<file path="src/rtl/tron_pkg.sv">
// tron_pkg: shared state encoding, arena bounds, screen size and colour constants for the tron plot path.
package tron_pkg;
   typedef enum logic [1:0] {CLEAR, IDLE, P0, P1} state_t;
   localparam logic [7:0] X_MIN_DEF = 8'd10;
   localparam logic [7:0] X_MAX_DEF = 8'd150;
   localparam logic [6:0] Y_MIN_DEF = 7'd17;
   localparam logic [6:0] Y_MAX_DEF = 7'd109;
   localparam int SCR_W = 160;
   localparam int SCR_H = 120;
   localparam logic [2:0] BG_COL = 3'b000;
   localparam logic [2:0] A_COL = 3'b001;
   localparam logic [2:0] B_COL = 3'b100;
endpackage

</file>
<file path="src/rtl/tron_clear_sweep.sv">
// tron_clear_sweep: raster scan of the whole screen, x fastest, one pixel per cycle from reset or start.
module tron_clear_sweep
   import tron_pkg::*;
(
   input  logic       CLOCK_50,
   input  logic       resetn,
   input  logic       start,
   output logic [7:0] x,
   output logic [6:0] y,
   output logic       valid,
   output logic       done
);
   logic last_x, last_y;
   assign last_x = x == 8'(SCR_W - 1);
   assign last_y = y == 7'(SCR_H - 1);
   assign done = valid & last_x & last_y;
   always_ff @(posedge CLOCK_50)
      if (!resetn || start) begin
         x <= '0;
         y <= '0;
         valid <= 1'b1;
      end else if (valid) begin
         x <= last_x ? 8'd0 : x + 8'd1;
         y <= last_x ? (last_y ? 7'd0 : y + 7'd1) : y;
         valid <= !done;
      end
endmodule

</file>
<file path="src/rtl/tron_plot_scheduler.sv">
// tron_plot_scheduler: per-tick two-slot plot arbitration with bounds/head-on death tracking.
// Define TRON_CLEAR_EN to sweep the framebuffer to BG_COLOUR after every reset.
module tron_plot_scheduler
   import tron_pkg::*;
#(
   parameter logic [7:0] X_MIN = X_MIN_DEF,
   parameter logic [7:0] X_MAX = X_MAX_DEF,
   parameter logic [6:0] Y_MIN = Y_MIN_DEF,
   parameter logic [6:0] Y_MAX = Y_MAX_DEF,
   parameter logic [2:0] BG_COLOUR = BG_COL
) (
   input  logic       CLOCK_50,
   input  logic       resetn,
   input  logic       tick,
   input  logic [7:0] a_x,
   input  logic [7:0] b_x,
   input  logic [6:0] a_y,
   input  logic [6:0] b_y,
   input  logic [2:0] a_colour,
   input  logic [2:0] b_colour,
   output logic [7:0] vga_x,
   output logic [6:0] vga_y,
   output logic [2:0] vga_colour,
   output logic       vga_plot,
   output logic       busy,
   output logic       dead_a,
   output logic       dead_b,
   output logic       overrun
);
`ifdef TRON_CLEAR_EN
   localparam state_t RST_STATE = CLEAR;
`else
   localparam state_t RST_STATE = IDLE;
`endif
   state_t state, state_d;
   logic prio, acc, out_a, out_b, hit, dead_a_d, dead_b_d, plot_d, lat_live;
   logic [7:0] x_d, lat_x, sx;
   logic [6:0] y_d, lat_y, sy;
   logic [2:0] c_d, lat_c;
   logic sv, sdone;
`ifdef TRON_CLEAR_EN
   tron_clear_sweep u_sweep (
      .CLOCK_50(CLOCK_50),
      .resetn(resetn),
      .start(1'b0),
      .x(sx),
      .y(sy),
      .valid(sv),
      .done(sdone)
   );
`else
   assign sx = '0;
   assign sy = '0;
   assign sv = 1'b0;
   assign sdone = 1'b0;
`endif
   assign busy = state != IDLE;
   always_ff @(posedge CLOCK_50)
      if (!resetn) begin
         state <= RST_STATE;
         vga_x <= '0;
         vga_y <= '0;
         vga_colour <= '0;
         vga_plot <= 1'b0;
         dead_a <= 1'b0;
         dead_b <= 1'b0;
         overrun <= 1'b0;
         prio <= 1'b0;
         lat_x <= '0;
         lat_y <= '0;
         lat_c <= '0;
         lat_live <= 1'b0;
      end else begin
         state <= state_d;
         vga_x <= x_d;
         vga_y <= y_d;
         vga_colour <= c_d;
         vga_plot <= plot_d;
         dead_a <= dead_a_d;
         dead_b <= dead_b_d;
         overrun <= overrun | (tick & (state == P0 || state == P1));
         prio <= prio ^ acc;
         if (acc) begin
            lat_x <= prio ? a_x : b_x;
            lat_y <= prio ? a_y : b_y;
            lat_c <= prio ? a_colour : b_colour;
            lat_live <= prio ? !dead_a_d : !dead_b_d;
         end
      end
   always_comb
      state_d = state == CLEAR ? (sdone ? IDLE : CLEAR) :
                state == IDLE  ? (tick ? P0 : IDLE) :
                state == P0    ? P1 : IDLE;
   // The first slot is presented on the accepting edge, so it is built straight from the inputs.
   always_comb begin
      out_a = a_x < X_MIN || a_x > X_MAX || a_y < Y_MIN || a_y > Y_MAX;
      out_b = b_x < X_MIN || b_x > X_MAX || b_y < Y_MIN || b_y > Y_MAX;
      hit = a_x == b_x && a_y == b_y && !dead_a && !dead_b;
      acc = state == IDLE && tick;
      dead_a_d = dead_a | (acc & (out_a | hit));
      dead_b_d = dead_b | (acc & (out_b | hit));
      x_d = state == CLEAR ? sx : acc ? (prio ? b_x : a_x) : state == P0 ? lat_x : vga_x;
      y_d = state == CLEAR ? sy : acc ? (prio ? b_y : a_y) : state == P0 ? lat_y : vga_y;
      c_d = state == CLEAR ? BG_COLOUR : acc ? (prio ? b_colour : a_colour) : state == P0 ? lat_c : vga_colour;
      plot_d = state == CLEAR ? sv : acc ? (prio ? !dead_b_d : !dead_a_d) : state == P0 && lat_live;
   end
endmodule

</file>
<file path="config.mk">
export PLATFORM = sky130hd
export DESIGN_NAME = tron_plot_scheduler
export DESIGN_NICKNAME = d
export VERILOG_FILES = /design/src/rtl/tron_pkg.sv /design/src/rtl/tron_clear_sweep.sv /design/src/rtl/tron_plot_scheduler.sv
export SDC_FILE = /design/constraint.sdc
export NUM_CORES = 1
export LEC_CHECK = 0
export BUFFER_PORTS_ARGS = -buffer_cell sky130_fd_sc_hd__buf_2
export CELL_PAD_IN_SITES_DETAIL_PLACEMENT = 0
export CELL_PAD_IN_SITES_GLOBAL_PLACEMENT = 1
export CORE_MARGIN = 2
export CORE_UTILIZATION = 42
export CTS_CLUSTER_DIAMETER = 30
export DETAILED_ROUTE_END_ITERATION = 6
export PLACE_DENSITY_LB_ADDON = 0.12
export SYNTH_ARGS = -nofsm -noshare
export SYNTH_HDL_FRONTEND = slang
export SYNTH_SLANG_ARGS = --single-unit
</file>
<file path="constraint.sdc">
create_clock -name CLOCK_50 -period 2.8 [get_ports CLOCK_50]
set_clock_uncertainty 0.05 [all_clocks]
set_input_delay 0.14 -clock CLOCK_50 [delete_from_list [all_inputs] [get_ports CLOCK_50]]
set_output_delay 0.14 -clock CLOCK_50 [all_outputs]
set_load 0.01 [all_outputs]
</file>
==> results.cfg, run 1 <==
[global_routing]
grt_use_met3 = 0.0385
first_global_vias = 1978
grtUsageTotal = 0.201
antenna_found_initial = 0
grt_pass1_wl_um = 9970
grt_busiest_layer = met2
met2_usage = 0.324
grt_max_degree = 41
met1_usage = 0.274
grt_remaining_overflow = 0

[timing]
rsz0062_at_grt = no
min_period_ps = 1690
max_freq_mhz = 593
timing.final.crit_share = 0.602
final_hold_viol_count = 0
slew_headroom = 0.437
tns_ps = 0
slew_violations = 0
setup_violations = 0
worstMarginPinSlew_ps = 844

[floorplan]
coreArea_mm2 = 0.00554
dieArea_mm2 = 0.00637
ios = 62
rows = 27
initial_core_util = 0.436
die_x_um = 79.8
die_h_um = 79.8

[synth]
synthAdderAreaFrac = 0
ys_warn_count = 0
async_reset_ff_frac = 0
synth_top_family_by_area = compound AO/OA/AOI/OAI gates
synth.mux.area_fraction = 0.149
yosysMostFrequentCell = a211oi_1
synth_compound_area_frac = 0.230
synthesis.area_mm2 = 0.00241
synth.area.top_cells = dfxtp_1 (36%), a211oi_1 (17%), mux2i_1 (15%)
synth_top_area_share = 0.365
ys_types = 33
postSynthCellCount = 263
synthTopCellsByCount = a211oi_1 (56), dfxtp_1 (44), mux2i_1 (36), nor2_1 (26), nor2b_1 (18)
synth-seq-area-share = 0.365
ys_ff_latch = 44
synth_edf_count = 0
synth-simple-area-share = 0.152
synthFlopType = dfxtp_1
synth_area_per_cell_um2 = 9.18
synth.largest_area_cell = dfxtp_1
syn_nets = 302
synthXorXnorAreaFrac = 0.0611

[clocking]
cts.clk_slew.worst_paths_ps = 80
cts_made_buffers = 5
cts_root_buf = clkbuf_8
cts_sinks = 44
ctsHoldBuffers = 0
post_cts_buffers = 0
clk_latency_ps = 290
cts_resized = 0
cts_tree = yes
cts_max_path_buffers = 2
cts-htree-levels = 2

[place]
gp_congestion = 0.899
post-dp-hpwl_um = 4150
placed_cell_area_mm2 = 0.00277
portBuffers = 61

[layout]
nNetsFinal = 354
antenna-diode-count = 0
drive_above_1_share = 0.247
design_area_mm2 = 0.00286
syn2layout_area_growth_pct = 18.4
num-fill-cells = 574

[route]
first_iter_violations = 59
drcViolationCount = 0
dr.pass1.iters = 4
ant_nets = 0
wl_um = 6100
vias = 2131
viasPerCell = 5.49
wl_per_cell_um = 15.7

[worst_hold_path]
whs_path_depth = 3
hold_class = in2reg
worstHoldEndpoint = overrun
hp-start = tick

[worst_setup_path]
worstPathRequired_ps = 2930
crit_fanout = 6
start_kind = flop
cp.arrival_ps = 1820
timing.rr.start = dead_a
crit_type = reg2reg
r2r_setup_slack_ps = 1110
rr_worst_depth = 5
r2r-end = vga_plot
endpoint_kind = flop

[pwr]
finalPower_mw = 1.52
irDropWorstVdd_uv = 251
powerDensity_mw_per_mm2 = 533
leakage_nw = 1.19

[flow_run]
cap_violations = 0

[outcome]
status = finished clean
registers in the layout (all words and copies together) (netlist names):
| name | flops |
|---|---|
| dead_a | 1 |
| dead_b | 1 |
| lat_c | 3 |
| lat_live | 1 |
| lat_x | 8 |
| lat_y | 7 |
| overrun | 1 |
| prio | 1 |
| state | 2 |
| vga_colour | 3 |
| vga_plot | 1 |
| vga_x | 8 |
| vga_y | 7 |
per-stage QoR:
| stage | cells | setup slack [ps] | utilization | hold WS (ps) |
|---|---|---|---|---|
| 2_1_floorplan | 263 | 1290 | - | 207 |
| 3_3_place_gp | 380 | 1100 | 0.500 | 334 |
| 3_5_place_dp | 380 | 1120 | 0.500 | 342 |
| 4_1_cts | 388 | 1120 | 0.516 | 38.4 |
| 5_1_grt | 388 | 955 | 0.516 | 45.0 |
| 6_report | 388 | 1110 | 0.516 | 43.3 |
routing by layer:
metal | up-vias | wire [um]
met5 | - | 0
met2 | 40 | 2840
met1 | 985 | 2960
met3 | 7 | 232
met4 | 0 | 65
li1 | 1099 | -
layout by cell type (no fill, tap or decap), drive strengths merged:
cell	netlist	layout
or2	1	1
a21boi	1	1
nor4	3	3
a211o	2	2
mux2i	36	36
a21oi	5	5
a31oi	4	4
nor4b	1	1
clkbuf	10	8
a211oi	56	56
nor3	1	1
nand3b	1	1
nor2	26	26
o21a	1	1
inv	2	2
or4	2	2
o41ai	1	1
dfxtp	44	44
nor2b	18	18
buf	11	66
o2bb2ai	1	1
nand4b	2	2
nand4	8	8
xnor2	16	16
o21ai	4	4
nand2b	2	2
nand2	3	3
a32o	1	1
critical path, cell delays in order, from the launching register on:
cell and delay (ps):
dfxtp_1 350, nor2_1 150, nand4_1 110, or4_1 660, nand4_1 160, a31oi_1 100
power breakdown:
part	internal (mW)	switching, mW	leakage, nW
Combinational	0.170	0.209	0.783
Sequential	0.686	0.0480	0.363
Clock	0.201	0.209	0.0455
worst max path at each step:
| stage | startpoint | slack [ps] | endpoint |
|---|---|---|---|
| after global routing | state[1] | 960 | vga_plot |
| after floorplan | dead_a | 1290 | lat_live |
| after global placement | state[1] | 1100 | vga_plot |
| final | dead_a | 1110 | vga_plot |
| after CTS | dead_a | 1120 | lat_live |
| after detailed placement | dead_a | 1120 | lat_live |
kinds of logic after synthesis:
| kind of cell | count (synthesis) |
|---|---|
| AOI/OAI and AO/OA | 76 |
| xor gates and xnor gates | 16 |
| buffers and inverters | 23 |
| DFF | 44 |
| muxes | 36 |
| and+or+nand+nor | 68 |
area by class of cell:
cell class                      count  area (um^2)  area share
Tap cell                           72         90.1      0.0315
Inverter                            2         7.51     0.00263
Sequential cell                    44          882       0.309
Timing Repair Buffer               66          355       0.124
Multi-Input combinational cell    196         1430       0.502
Clock buffer                        8         90.1      0.0315
Note: power is estimated with default switching activity, not from simulation.
==> run 2, diff against run 1 <==
--- a/config.mk
+++ b/config.mk
@@ -9,7 +9,7 @@
 export CELL_PAD_IN_SITES_DETAIL_PLACEMENT = 0
 export CELL_PAD_IN_SITES_GLOBAL_PLACEMENT = 1
 export CORE_MARGIN = 2
-export CORE_UTILIZATION = 42
+export CORE_UTILIZATION = 36
 export CTS_CLUSTER_DIAMETER = 30
 export DETAILED_ROUTE_END_ITERATION = 6
 export PLACE_DENSITY_LB_ADDON = 0.12
==> constraint.sdc (replaced) <==
create_clock -name CLOCK_50 -period 1.45 [get_ports CLOCK_50]
set_clock_uncertainty 0.05 [all_clocks]
set_input_delay 0.0725 -clock CLOCK_50 [delete_from_list [all_inputs] [get_ports CLOCK_50]]
set_output_delay 0.0725 -clock CLOCK_50 [all_outputs]
set_load 0.01 [all_outputs]
==> run 2 against run 1 <==
Sequential share of layout area is 5.3 points lower. Die area is 16% higher. Highest routed layer unchanged. The run now ends with DRC left. Total power is 120% higher. Sequential cell count stayed put. Register-to-register slack worse by 1100 ps. Sequential power is 89% higher. Clock power is 130% higher. Worst hold slack better by 34 ps. Via count is 9.9% higher. Global-route usage is 0.81 points lower. Largest cell class unchanged. Largest power group unchanged. Combinational power grew to 2.7 times the previous value.
==> results.cfg, run 2 (synthesis results as in run 1) <==
[outcome]
status = complete, but fails checks
violations = DRC

[worst_setup_path]
r2r_setup_slack_ps = 50
endpoint_kind = flop
timing.rr.start = state[1]
max_stage_delay_ps = 320
rr_worst_depth = 5
crit_fanout = 19
crit_family = simple AND/OR/NAND/NOR gates
worstPathRequired_ps = 1570
crit_top_cell = a211oi_1
critPathSlowestCell = dfxtp_1
start_kind = flop
cp_cell_sequence = nand2b_4 > or2_4 > buf_12 > a211oi_1 > a211oi_1
crit_type = reg2reg
critPathBufInv = 1
r2r-end = vga_x[0]
cp.arrival_ps = 1520

[route]
wl_per_cell_um = 16.7
viasPerCell = 5.31
vias = 2343
dr.pass1.iters = 7
wl_um = 7360
drcViolationCount = 3
ant_nets = 0
first_iter_violations = 106

[clocking]
post_cts_buffers = 0
cts_root_buf = clkbuf_8
cts_max_path_buffers = 2
cts-htree-levels = 2
clk_latency_ps = 300
cts_sinks = 44
cts_made_buffers = 5
cts_tree = yes
cts.clk_slew.worst_paths_ps = 80

[global_routing]
first_global_vias = 2220
grt_max_degree = 41
grtUsageTotal = 0.193
grt_pass1_wl_um = 11200
antenna_found_initial = 0
grt_remaining_overflow = 0

[floorplan]
dieArea_mm2 = 0.00738
die_h_um = 85.9
coreArea_mm2 = 0.00642
initial_core_util = 0.376
ios = 62
die_x_um = 85.9
rows = 29

[timing]
setup_slack_ps = 52.7
max_freq_mhz = 716
min_period_ps = 1400
worstMarginPinSlew_ps = 440
setup_violations = 0
rsz0062_at_grt = yes
slew_headroom = 0.704
final_hold_viol_count = 0
holdWs_ps = 76.9
slew_violations = 0
timing.final.crit_share = 0.964

[place]
placed_cell_area_mm2 = 0.00318
post-dp-hpwl_um = 5140
portBuffers = 61
placedCellCount = 429
pre_cts_slack_ps = -224
gp_congestion = 0.845

[worst_hold_path]
whs_path_depth = 3
worstHoldEndpoint = lat_c[2]
hold_class = in2reg
hp-start = b_colour[2]

[layout]
syn2layout_area_growth_pct = 43.0
antenna-diode-count = 0
design_area_mm2 = 0.00345
drive_above_1_share = 0.398
fin_util = 0.538
mostFrequentLayoutCells = buf_2 (61), a211oi_1 (43), dfxtp_1 (43), buf_4 (43), mux2i_1 (36)
mostFrequentLayoutCell = buf_2
top_regs = lat_x (8), vga_x (8)
layout.cells.non_filler = 441
multi_input_area_mm2 = 0.00154
nNetsFinal = 402
seq_area_um2 = 882
num-fill-cells = 616

[pwr]
leakage_nw = 1.50
powerDensity_mw_per_mm2 = 968
irDropWorstVdd_uv = 538

[flow_run]
cap_violations = 0
run 2: cell count changes in the layout (fill, tap and decap cells not counted), moves of 2 or more:
cell and change:
buf_4 +39, a211oi_1 -13, a211oi_2 +13, buf_12 +5
clkbuf_16 +2, dlygate4sd3_1 +2, nand2b_1 -2
run 2: metal layers:
| layer | part of all wire | GRT usage | vias up | wire (um) |
|---|---|---|---|---|
| li1 | - | - | 1197 | - |
| met1 | 0.48 | 0.266 | 1096 | 3510 |
| met2 | 0.48 | 0.314 | 45 | 3540 |
| met3 | 0.035 | 0.0346 | 5 | 254 |
| met4 | 0.0068 | 0.0433 | 0 | 50 |
| met5 | 0 | 0 | - | 0 |
run 2: worst max-delay path by stage:
stage	from	to	slack [ps]	cells after the start
after floorplan	state[1]	vga_x[0]	20	6
after global placement	a_y[2]	vga_plot	-230	6
final	state[1]	vga_x[0]	50	5
after CTS	state[1]	vga_y[2]	8	5
after global routing	dead_a	vga_plot	-20	5
after detailed placement	a_y[2]	vga_plot	-220	6
run 2: final cells by class:
cell class,instances,share of cell area
Clock buffer,6,0.0210
Clock inverter,2,0.0101
Inverter,2,0.00217
Multi-Input combinational cell,196,0.446
Sequential cell,44,0.255
Tap cell,77,0.0279
Timing Repair Buffer,114,0.237
run 2: through the flow:
stage               power (mW)  setup TNS (ps)
finish                    3.34               0
global route              3.52           -18.9
CTS                       3.30               0
detailed placement        2.35            -790
global placement          2.34            -847
floorplan                 1.92               0
run 2: where the power goes:
group,internal (mW),switching (mW)
logic,0.498,0.511
clock network,0.512,0.426
registers,1.32,0.0687
run 2: what timing repair did:
action	CTS	global route
hold endpoints to repair	2	0
hold buffers	2	0
endpoints found under the setup margin	3	20
cloned	0	2
pin swaps	0	1
gates resized for setup	1	20
run 2: worst reg2reg max path: stages, from the launching register on:
cell	delay, ps
dfxtp_1	320
nand2b_4	140
or2_4	240
buf_12	160
a211oi_1	290
a211oi_1	80
==> run 3, diff against run 2 <==
--- a/config.mk
+++ b/config.mk
@@ -12,6 +12,7 @@
 export CORE_UTILIZATION = 36
 export CTS_CLUSTER_DIAMETER = 30
 export DETAILED_ROUTE_END_ITERATION = 6
+export MAX_ROUTING_LAYER = met4
 export PLACE_DENSITY_LB_ADDON = 0.12
 export SYNTH_ARGS = -nofsm -noshare
 export SYNTH_HDL_FRONTEND = slang
==> run 3 against run 2 <==
The run still ends with DRC left. Clock-buffer cell count is the same. Sequential share of layout area is the same. Sequential cell count is the same. Wire length shrank 0.22%. Combinational power is essentially flat. Critical path depth is the same. First-iteration DRC count shrank 2.8%. Register-to-register slack is essentially flat. Largest cell class unchanged. Largest power group unchanged. Highest routed layer unchanged.
==> results.cfg, run 3 (synthesis results as in run 1) <==
[outcome]
status = complete, but fails checks
violations = DRC

[floorplan]
die_x_um = 85.9
ios = 62
rows = 29
coreArea_mm2 = 0.00642
initial_core_util = 0.376
die_h_um = 85.9
dieArea_mm2 = 0.00738

[layout]
nNetsFinal = 402
design_area_mm2 = 0.00345
antenna-diode-count = 0
num-fill-cells = 616
top_regs = lat_x (8), vga_x (8)
drive_above_1_share = 0.398
mostFrequentLayoutCell = buf_2
multi_input_area_mm2 = 0.00154
syn2layout_area_growth_pct = 43.0
seq_area_um2 = 882
mostFrequentLayoutCells = buf_2 (61), a211oi_1 (43), dfxtp_1 (43), buf_4 (43), mux2i_1 (36)

[clocking]
cts_root_buf = clkbuf_8
cts_tree = yes
clk_latency_ps = 300
cts_max_path_buffers = 2
post_cts_buffers = 0
cts-htree-levels = 2
cts_sinks = 44
cts.clk_slew.worst_paths_ps = 80
cts_made_buffers = 5

[route]
wl_per_cell_um = 16.6
wl_met3_um = 271
viasPerCell = 5.37
wl_met1_um = 3500
first_iter_violations = 103
wl_um = 7340
vias = 2367
ant_nets = 0
wl_met2_um = 3520
drcViolationCount = 3
top_layer_used = met4
dr.pass1.iters = 7

[worst_setup_path]
cp.arrival_ps = 1540
max_stage_delay_ps = 480
crit_type = reg2reg
crit_family = simple AND/OR/NAND/NOR gates
worstPathRequired_ps = 1580
endpoint_kind = flop
critPathBufInv = 0
critPathSlowestCell = or4_4
start_kind = flop
cp_cell_sequence = nor2_1 > nand4_1 > or4_4 > nand4b_1 > a31oi_1
crit_fanout = 6

[worst_hold_path]
hold_class = in2reg

[timing]
slew_headroom = 0.715
final_hold_viol_count = 0
setup_slack_ps = 43.5
worstMarginPinSlew_ps = 424
slew_violations = 0
min_period_ps = 1410
rsz0062_at_grt = yes
holdWs_ps = 80.3
timing.final.crit_share = 0.970
max_freq_mhz = 711
setup_violations = 0

[place]
pre_cts_slack_ps = -224
post-dp-hpwl_um = 5140
portBuffers = 61
gp_congestion = 0.858
placed_cell_area_mm2 = 0.00318

[flow_run]
cap_violations = 0

[pwr]
p_int_mw = 2.33
powerDensity_mw_per_mm2 = 967
p_clk_frac = 0.280
combPwrFrac = 0.303
swShare = 0.301
switchingPower_mw = 1.00
seq_power_share = 0.417
finalPower_mw = 3.34
leakage_nw = 1.50
irDropWorstVdd_uv = 537

[global_routing]
grt_pass1_wl_um = 11200
antenna_found_initial = 0
first_global_vias = 2225
grt_remaining_overflow = 0
grtUsageTotal = 0.199
grt_max_degree = 41
-- run 3: cell counts in the layout (fill, tap and decap cells not counted) --
Identical to the previous run, type by type.
-- run 3: repair_timing --
| item | CTS | global route |
|---|---|---|
| resized for setup | 1 | 20 |
| setup endpoints to repair | 3 | 20 |
| hold buffers | 2 | 0 |
| pin swaps | 0 | 1 |
| endpoints found under the hold margin | 2 | 0 |
| cloned | 0 | 2 |
-- run 3: layout make-up --
cell class                      instances  share of cell area
Sequential cell                        44               0.255
Inverter                                2             0.00217
Multi-Input combinational cell        196               0.446
Tap cell                               77              0.0279
Clock inverter                          2              0.0101
Clock buffer                            6              0.0210
Timing Repair Buffer                  114               0.237
-- run 3: path summary, 6_finish.rpt --
| check | start | endpoint | slack [ps] | cells after the start |
|---|---|---|---|---|
| max | dead_a | vga_plot | 40 | 5 |
| min | b_colour[2] | lat_c[2] | 80 | 3 |
| max reg2reg | dead_a | vga_plot | 40 | 5 |
| min reg2reg | overrun | overrun | 430 | 2 |
-- run 3: power by group through the flow --
stage,Sequential [mW],Combinational [mW],Clock [mW]
global route,1.41,1.10,1.02
global placement,1.42,0.925,0
floorplan,1.43,0.484,0
finish,1.39,1.01,0.935
detailed placement,1.42,0.931,0
CTS,1.40,0.939,0.963
-- run 3: per-stage QoR --
stage	TNS, ps	instances	util
2_1_floorplan	0	263	-
3_3_place_gp	-847	429	0.494
3_5_place_dp	-790	429	0.494
4_1_cts	0	439	0.515
5_1_grt	-18.9	441	0.538
6_report	0	441	0.538
-- run 3: metal layers --
layer  vias up  GRT usage
met5         -          -
met4         0     0.0433
met3         5     0.0318
met2        52      0.314
met1      1114      0.268
li1       1196          -
-- run 3: worst min-delay path, cell delays in order --
cell and delay [ps]:
buf_2 100, mux2i_1 120, a211oi_1 80
